[src/rtl/mem_port_arbiter_pkg.sv]
// Shared types for the data-memory port arbiter: load tags, load results and grant encoding.
package mem_port_arbiter_pkg;

    localparam int unsigned XLEN         = 32;
    localparam int unsigned ROB_IX_WIDTH = 3;

    typedef struct packed {
        logic                    valid;
        logic [ROB_IX_WIDTH-1:0] rob_ix;
    } load_tag_t;

    typedef struct packed {
        logic [ROB_IX_WIDTH-1:0] rob_ix;
        logic [XLEN-1:0]         data;
    } load_result_t;

    typedef enum logic [1:0] {
        GRANT_NONE  = 2'd0,
        GRANT_LOAD  = 2'd1,
        GRANT_STORE = 2'd2
    } mem_grant_e;

    // Pointer width that stays legal for a single-entry structure.
    function automatic int unsigned ptr_width(input int unsigned entries);
        return (entries <= 1) ? 1 : $clog2(entries);
    endfunction

endpackage

[src/rtl/mem_port_arbiter_load_result_fifo.sv]
// Show-ahead FIFO holding load results until the CDB accepts them.
module mem_port_arbiter_load_result_fifo
    import mem_port_arbiter_pkg::*;
#(
    parameter int unsigned DEPTH = 4,
    localparam int unsigned CNT_W = $clog2(DEPTH + 1)
) (
    input  logic             clk,
    input  logic             rst,
    input  logic             flush,
    input  logic             push,
    input  load_result_t     push_data,
    input  logic             pop,
    output logic             valid,
    output load_result_t     head,
    output logic [CNT_W-1:0] count
);

    localparam int unsigned PTR_W = ptr_width(DEPTH);

    load_result_t     store_q [DEPTH];
    logic [PTR_W-1:0] wr_ptr_q;
    logic [PTR_W-1:0] rd_ptr_q;
    logic [CNT_W-1:0] count_q;
    logic             do_pop;

    function automatic logic [PTR_W-1:0] next_ptr(input logic [PTR_W-1:0] p);
        return (p == PTR_W'(DEPTH - 1)) ? '0 : p + PTR_W'(1);
    endfunction

    assign do_pop = pop && (count_q != '0);

    always_ff @(posedge clk) begin
        if (rst || flush) begin
            wr_ptr_q <= '0;
            rd_ptr_q <= '0;
            count_q  <= '0;
        end else begin
            assert (!(push && !do_pop && (count_q == CNT_W'(DEPTH))))
                else $error("load_result_fifo overflow");
            if (push) begin
                wr_ptr_q <= next_ptr(wr_ptr_q);
            end
            if (do_pop) begin
                rd_ptr_q <= next_ptr(rd_ptr_q);
            end
            case ({push, do_pop})
                2'b10:   count_q <= count_q + CNT_W'(1);
                2'b01:   count_q <= count_q - CNT_W'(1);
                default: count_q <= count_q;
            endcase
        end
    end

    // Payload storage needs no reset; occupancy is tracked by count_q.
    always_ff @(posedge clk) begin
        if (push && !rst && !flush) begin
            store_q[wr_ptr_q] <= push_data;
        end
    end

    assign valid = (count_q != '0);
    assign head  = store_q[rd_ptr_q];
    assign count = count_q;

endmodule

[src/rtl/mem_port_arbiter.sv]
// Shares the data BRAM port between speculative loads and committed stores,
// tracks loads through the BRAM read latency and queues their results for the CDB.
module mem_port_arbiter
    import mem_port_arbiter_pkg::*;
#(
    parameter int unsigned READ_LATENCY      = 2,
    parameter int unsigned ADDR_WIDTH        = 12,
    parameter int unsigned RESULT_FIFO_DEPTH = 4,
    parameter int unsigned MAX_STORE_STREAK  = 3
) (
    input  logic                    clk_in,
    input  logic                    rst_in,
    input  logic                    lb_valid_in,
    input  logic [XLEN-1:0]         lb_addr_in,
    input  logic [ROB_IX_WIDTH-1:0] lb_rob_ix_in,
    output logic                    lb_read_out,
    input  logic                    st_valid_in,
    input  logic [XLEN-1:0]         st_addr_in,
    input  logic [XLEN-1:0]         st_data_in,
    output logic                    st_ack_out,
    input  logic                    flush_in,
    output logic [ADDR_WIDTH-1:0]   mem_addr_out,
    output logic                    mem_we_out,
    output logic [XLEN-1:0]         mem_wdata_out,
    input  logic [XLEN-1:0]         mem_rdata_in,
    output logic                    ld_valid_out,
    output logic [ROB_IX_WIDTH-1:0] ld_rob_ix_out,
    output logic [XLEN-1:0]         ld_data_out,
    input  logic                    ld_accept_in
);

    localparam int unsigned FIFO_CNT_W = $clog2(RESULT_FIFO_DEPTH + 1);
    localparam int unsigned CREDIT_W   = $clog2(RESULT_FIFO_DEPTH + READ_LATENCY + 1);
    localparam int unsigned STREAK_W   = $clog2(MAX_STORE_STREAK + 1);

    load_tag_t             tag_q [READ_LATENCY];
    logic [STREAK_W-1:0]   streak_q;
    logic [ADDR_WIDTH-1:0] last_addr_q;
    logic [FIFO_CNT_W-1:0] fifo_cnt;
    logic                  fifo_valid;
    load_result_t          fifo_head;
    load_result_t          fifo_push_data;
    logic [CREDIT_W-1:0]   outstanding;
    logic                  load_eligible;
    mem_grant_e            grant;
    logic [ADDR_WIDTH-1:0] ld_word;
    logic [ADDR_WIDTH-1:0] st_word;
    logic                  unused_addr_bits;

    assign ld_word = lb_addr_in[ADDR_WIDTH+1:2];
    assign st_word = st_addr_in[ADDR_WIDTH+1:2];
    assign unused_addr_bits = ^{lb_addr_in[XLEN-1:ADDR_WIDTH+2], lb_addr_in[1:0],
                                st_addr_in[XLEN-1:ADDR_WIDTH+2], st_addr_in[1:0]};

    // Loads in flight plus results buffered, as seen at the start of the cycle.
    always_comb begin
        outstanding = CREDIT_W'(fifo_cnt);
        for (int i = 0; i < READ_LATENCY; i++) begin
            outstanding = outstanding + CREDIT_W'(tag_q[i].valid);
        end
    end

    assign load_eligible = lb_valid_in && !flush_in && !rst_in
                           && (outstanding < CREDIT_W'(RESULT_FIFO_DEPTH));

    // Stores win unless the waiting load has already been passed over too often.
    always_comb begin
        grant = GRANT_NONE;
        if (st_valid_in && !rst_in
            && !(load_eligible && (streak_q == STREAK_W'(MAX_STORE_STREAK)))) begin
            grant = GRANT_STORE;
        end else if (load_eligible) begin
            grant = GRANT_LOAD;
        end
    end

    always_comb begin
        mem_addr_out  = last_addr_q;
        mem_we_out    = 1'b0;
        mem_wdata_out = '0;
        st_ack_out    = 1'b0;
        lb_read_out   = 1'b0;
        case (grant)
            GRANT_STORE: begin
                mem_addr_out  = st_word;
                mem_we_out    = 1'b1;
                mem_wdata_out = st_data_in;
                st_ack_out    = 1'b1;
            end
            GRANT_LOAD: begin
                mem_addr_out = ld_word;
                lb_read_out  = 1'b1;
            end
            default: ;
        endcase
    end

    always_ff @(posedge clk_in) begin
        if (rst_in) begin
            streak_q <= '0;
        end else if (!load_eligible || (grant == GRANT_LOAD)) begin
            streak_q <= '0;
        end else if ((grant == GRANT_STORE) && (streak_q != STREAK_W'(MAX_STORE_STREAK))) begin
            streak_q <= streak_q + STREAK_W'(1);
        end
    end

    always_ff @(posedge clk_in) begin
        if (rst_in) begin
            last_addr_q <= '0;
        end else if (grant != GRANT_NONE) begin
            last_addr_q <= mem_addr_out;
        end
    end

    // Tag pipeline mirrors the BRAM read latency; the last stage marks valid read data.
    always_ff @(posedge clk_in) begin
        if (rst_in || flush_in) begin
            for (int i = 0; i < READ_LATENCY; i++) begin
                tag_q[i] <= '0;
            end
        end else begin
            tag_q[0] <= '{valid: (grant == GRANT_LOAD), rob_ix: lb_rob_ix_in};
            for (int i = 1; i < READ_LATENCY; i++) begin
                tag_q[i] <= tag_q[i-1];
            end
        end
    end

    assign fifo_push_data = '{rob_ix: tag_q[READ_LATENCY-1].rob_ix, data: mem_rdata_in};

    mem_port_arbiter_load_result_fifo #(
        .DEPTH(RESULT_FIFO_DEPTH)
    ) u_result_fifo (
        .clk      (clk_in),
        .rst      (rst_in),
        .flush    (flush_in),
        .push     (tag_q[READ_LATENCY-1].valid),
        .push_data(fifo_push_data),
        .pop      (fifo_valid && ld_accept_in),
        .valid    (fifo_valid),
        .head     (fifo_head),
        .count    (fifo_cnt)
    );

    assign ld_valid_out  = fifo_valid;
    assign ld_rob_ix_out = fifo_valid ? fifo_head.rob_ix : '0;
    assign ld_data_out   = fifo_valid ? fifo_head.data : '0;

endmodule

[config.mk]
export PLATFORM = sky130hd
export DESIGN_NAME = mem_port_arbiter
export DESIGN_NICKNAME = d
export VERILOG_FILES = /design/src/rtl/mem_port_arbiter_pkg.sv /design/src/rtl/mem_port_arbiter_load_result_fifo.sv /design/src/rtl/mem_port_arbiter.sv
export SDC_FILE = /design/constraint.sdc
export NUM_CORES = 1
export LEC_CHECK = 0
export ABC_CLOCK_PERIOD_IN_PS = 4800
export BUFFER_PORTS_ARGS = -buffer_cell sky130_fd_sc_hd__buf_2
export CORE_MARGIN = 2
export CORE_UTILIZATION = 51
export CTS_CLUSTER_SIZE = 30
export DETAILED_ROUTE_END_ITERATION = 10
export PLACE_DENSITY = 0.8
export SYNTH_ARGS = -nofsm -noshare
export SYNTH_HDL_FRONTEND = slang
export SYNTH_SLANG_ARGS = --single-unit
[constraint.sdc]
create_clock -name clk_in -period 4.8 [get_ports clk_in]
set_clock_uncertainty 0.05 [all_clocks]
set_input_delay 0 -clock clk_in [delete_from_list [all_inputs] [get_ports clk_in]]
set_output_delay 0 -clock clk_in [all_outputs]
set_load 0.02 [all_outputs]
==> metrics.txt <==
Max VDD drop=0.000224 V; Mapped Cells=411; postcts setup bufs=0; mux cell area share after synthesis=11.6%; clk_lat worst skew=0.42 ns; RSZ-0062 raised after global routing=no; Distinct cells, synth=33; first-pass GRT wire length=23900 um; synthesized net count=557; GR Overflow Total=0; total of max-cap violations=0; antenna-violating nets left=0; final instance area=0.00915 sq mm; Synth Area in Simple Gates=9.11%; Die Area=0.0146 sq mm; Max clock buf depth=2; most common cell in the netlist=edfxtp_1; CTS tree=built; Hold Slack=0.0264 ns; async set or reset register ratio after synthesis=0%; routability cong.=0.869; Die W=121 um; run status=completed; Pleak=0.00356 uW; EDFF count, synth=140; core box area=0.0133 sq mm; DR DRC count=0; # IOs=220; CTS buffer count=17; xor/xnor share of the synthesized area=0.252%; f_max=0.312 GHz; Area growth syn-to-layout=31.4%; Critical Path RT=5.07 ns; FF+latch area=0.00483 sq mm; n_diodes=0; nets=787; clock sink count=171; vias in the first global route=4688; drt first pass iters=7; Ys Warns=0; CTS root buf=clkbuf_16; area leader, netlist=edfxtp_1; Synth Cell Area=0.00696 sq mm; DP HPWL=9280 um; final wirelength=15300 um; Worst Path Arrival=3.47 ns; H-Tree Depth=4; vias per cell=5.29; Fin Setup TNS=0 ns; antenna violations before repair=0; port bufs=179; routed wire length per instance=18.5 um; Adder-Cell Fraction of Synth Area=1.72%; initial DRC count=377; Setup CP Type=reg -> reg; initial core utilization=52.4%; Hold Path Class=in -> reg; Yosys reg bits=171; Fin. Hold Viols=0; CP max FO=46; DR vias=4388; clock slew at reported path FFs=0.06 ns; fin crit period=3.20 ns; GRT Overall Usage=22.3%; hold_buf cts=54; period utilisation layout=66.8%; largest family of logic cells by synthesized area=multiplexers; die height=121 um; Slew Viols, Final=0; startpoint types=register; synthesized area per cell=16.9 sq um; max-slew headroom at the worst pin=22.7%; DP Area=0.00799 sq mm; area of the multi-input gates=0.00196 sq mm; post_cts resized=0; Synth top cells by count=edfxtp_1 (140), and2_1 (74), mux4_2 (35); synth top area cells=edfxtp_1 (60%), mux4_2 (11%), dfxtp_1 (8.9%), and2_1 (6.6%), a221oi_2 (1.9%); share of cells above drive strength 1=40.4%; largest net degree at the start of global routing=47; PwrDens=348 mW/mm^2; Setup violations, final=0; prevailing post-synth register cell=edfxtp_1; Site Rows=42; sequential area share after synthesis=69.3%; Filler cells=904; Compound-Gate Fraction of Synth Area=5.44%; Worst Max-Slew Pin Slew=1.16 ns; top cell type's share of synthesized area=60.4%; Worst setup EP type=register
routing by layer:
| layer | wire [um] | part of all wire (%) | up-vias | track usage [%] |
|---|---|---|---|---|
| met4 | 233 | 1.5 | 0 | 7.49 |
| met5 | 0 | 0 | - | 0 |
| li1 | - | - | 2025 | - |
| met2 | 8230 | 54 | 175 | 40.3 |
| met3 | 940 | 6.1 | 17 | 6.72 |
| met1 | 5950 | 39 | 2171 | 25.0 |
area by class of cell:
class | count | area share, %
multi-input combinational | 197 | 21.5
timing repair buffer | 235 | 15.9
tap | 176 | 2.41
clock buffer | 30 | 6.55
sequential | 171 | 52.8
inverter | 19 | 0.780
clock inverter | 2 | 0.150
cells in the final DEF, fill, tap and decap left out, types with 2 or more instances in the layout:
cell type and n:
buf_2 179, edfxtp_1 140, and2_1 74, dlygate4sd3_1 54
mux4_2 35, dfxtp_1 29, clkbuf_16 21, inv_1 18
o21ai_0 13, a22oi_1 12, nor2_1 10, a221oi_2 9
ha_1 8, a21oi_1 5, clkbuf_1 5, and3_2 4
clkbuf_8 4, a221oi_1 3, or3_1 2, nand2_1 2
o21ai_1 2, and3_1 2, mux2i_1 2, xor2_1 2
nor3_1 2, dfxtp_2 2, buf_4 2
power breakdown:
group / switching [uW] / total [uW] / internal (uW)
clock: 514 / 1360 / 844
combinational: 111 / 208 / 96.4
sequential: 3.88 / 1620 / 1610
total: 629 / 3180 / 2550
worst max-delay path: stages (launching register included):
cell and delay, ns:
dfxtp_1 0.45, ha_1 0.28, a21oi_1 0.17, o21ai_1 0.17
a41oi_4 0.85, a22oi_1 0.18, dlygate4sd3_1 0.64, a221oi_1 0.30
metrics by stage:
step           utilization, %  setup WS (ns)  std cells  power (uW)
6_report                 68.8           1.60        830        3180
5_1_grt                  68.8           1.33        830        3290
4_1_cts                  68.8           1.68        830        3200
3_5_place_dp             60.1           2.12        744        1820
3_3_place_gp             60.1           2.27        744        1810
2_1_floorplan               -           2.66        411        1740
flip-flops by register name, summed over array words and instances, names as in the netlist, named ones only:
signal                  cells
streak_q                    2
u_result_fifo.store_q     140
u_result_fifo.count         3
u_result_fifo.rd_ptr_q      2
tag_q                       8
last_addr_q                12
u_result_fifo.wr_ptr_q      2
final timing paths:
path	start	to	slack, ns	cells after the start
setup reg to reg	tag_q[0][7]	last_addr_q[10]	1.60	7
setup / recovery	tag_q[0][7]	last_addr_q[10]	1.60	7
hold / removal	lb_addr_in[8]	last_addr_q[6]	0.03	3
hold reg to reg	tag_q[0][2]	tag_q[0][6]	0.40	1
kinds of logic after synthesis:
group / count (synthesis)
buffers and inverters: 43
muxes: 37
and+or+nand+nor: 104
AOI/OAI and AO/OA: 45
DFF: 171
xor gates and xnor gates: 2
adders and majority gates: 9
Power figures use the tool's default switching activity.
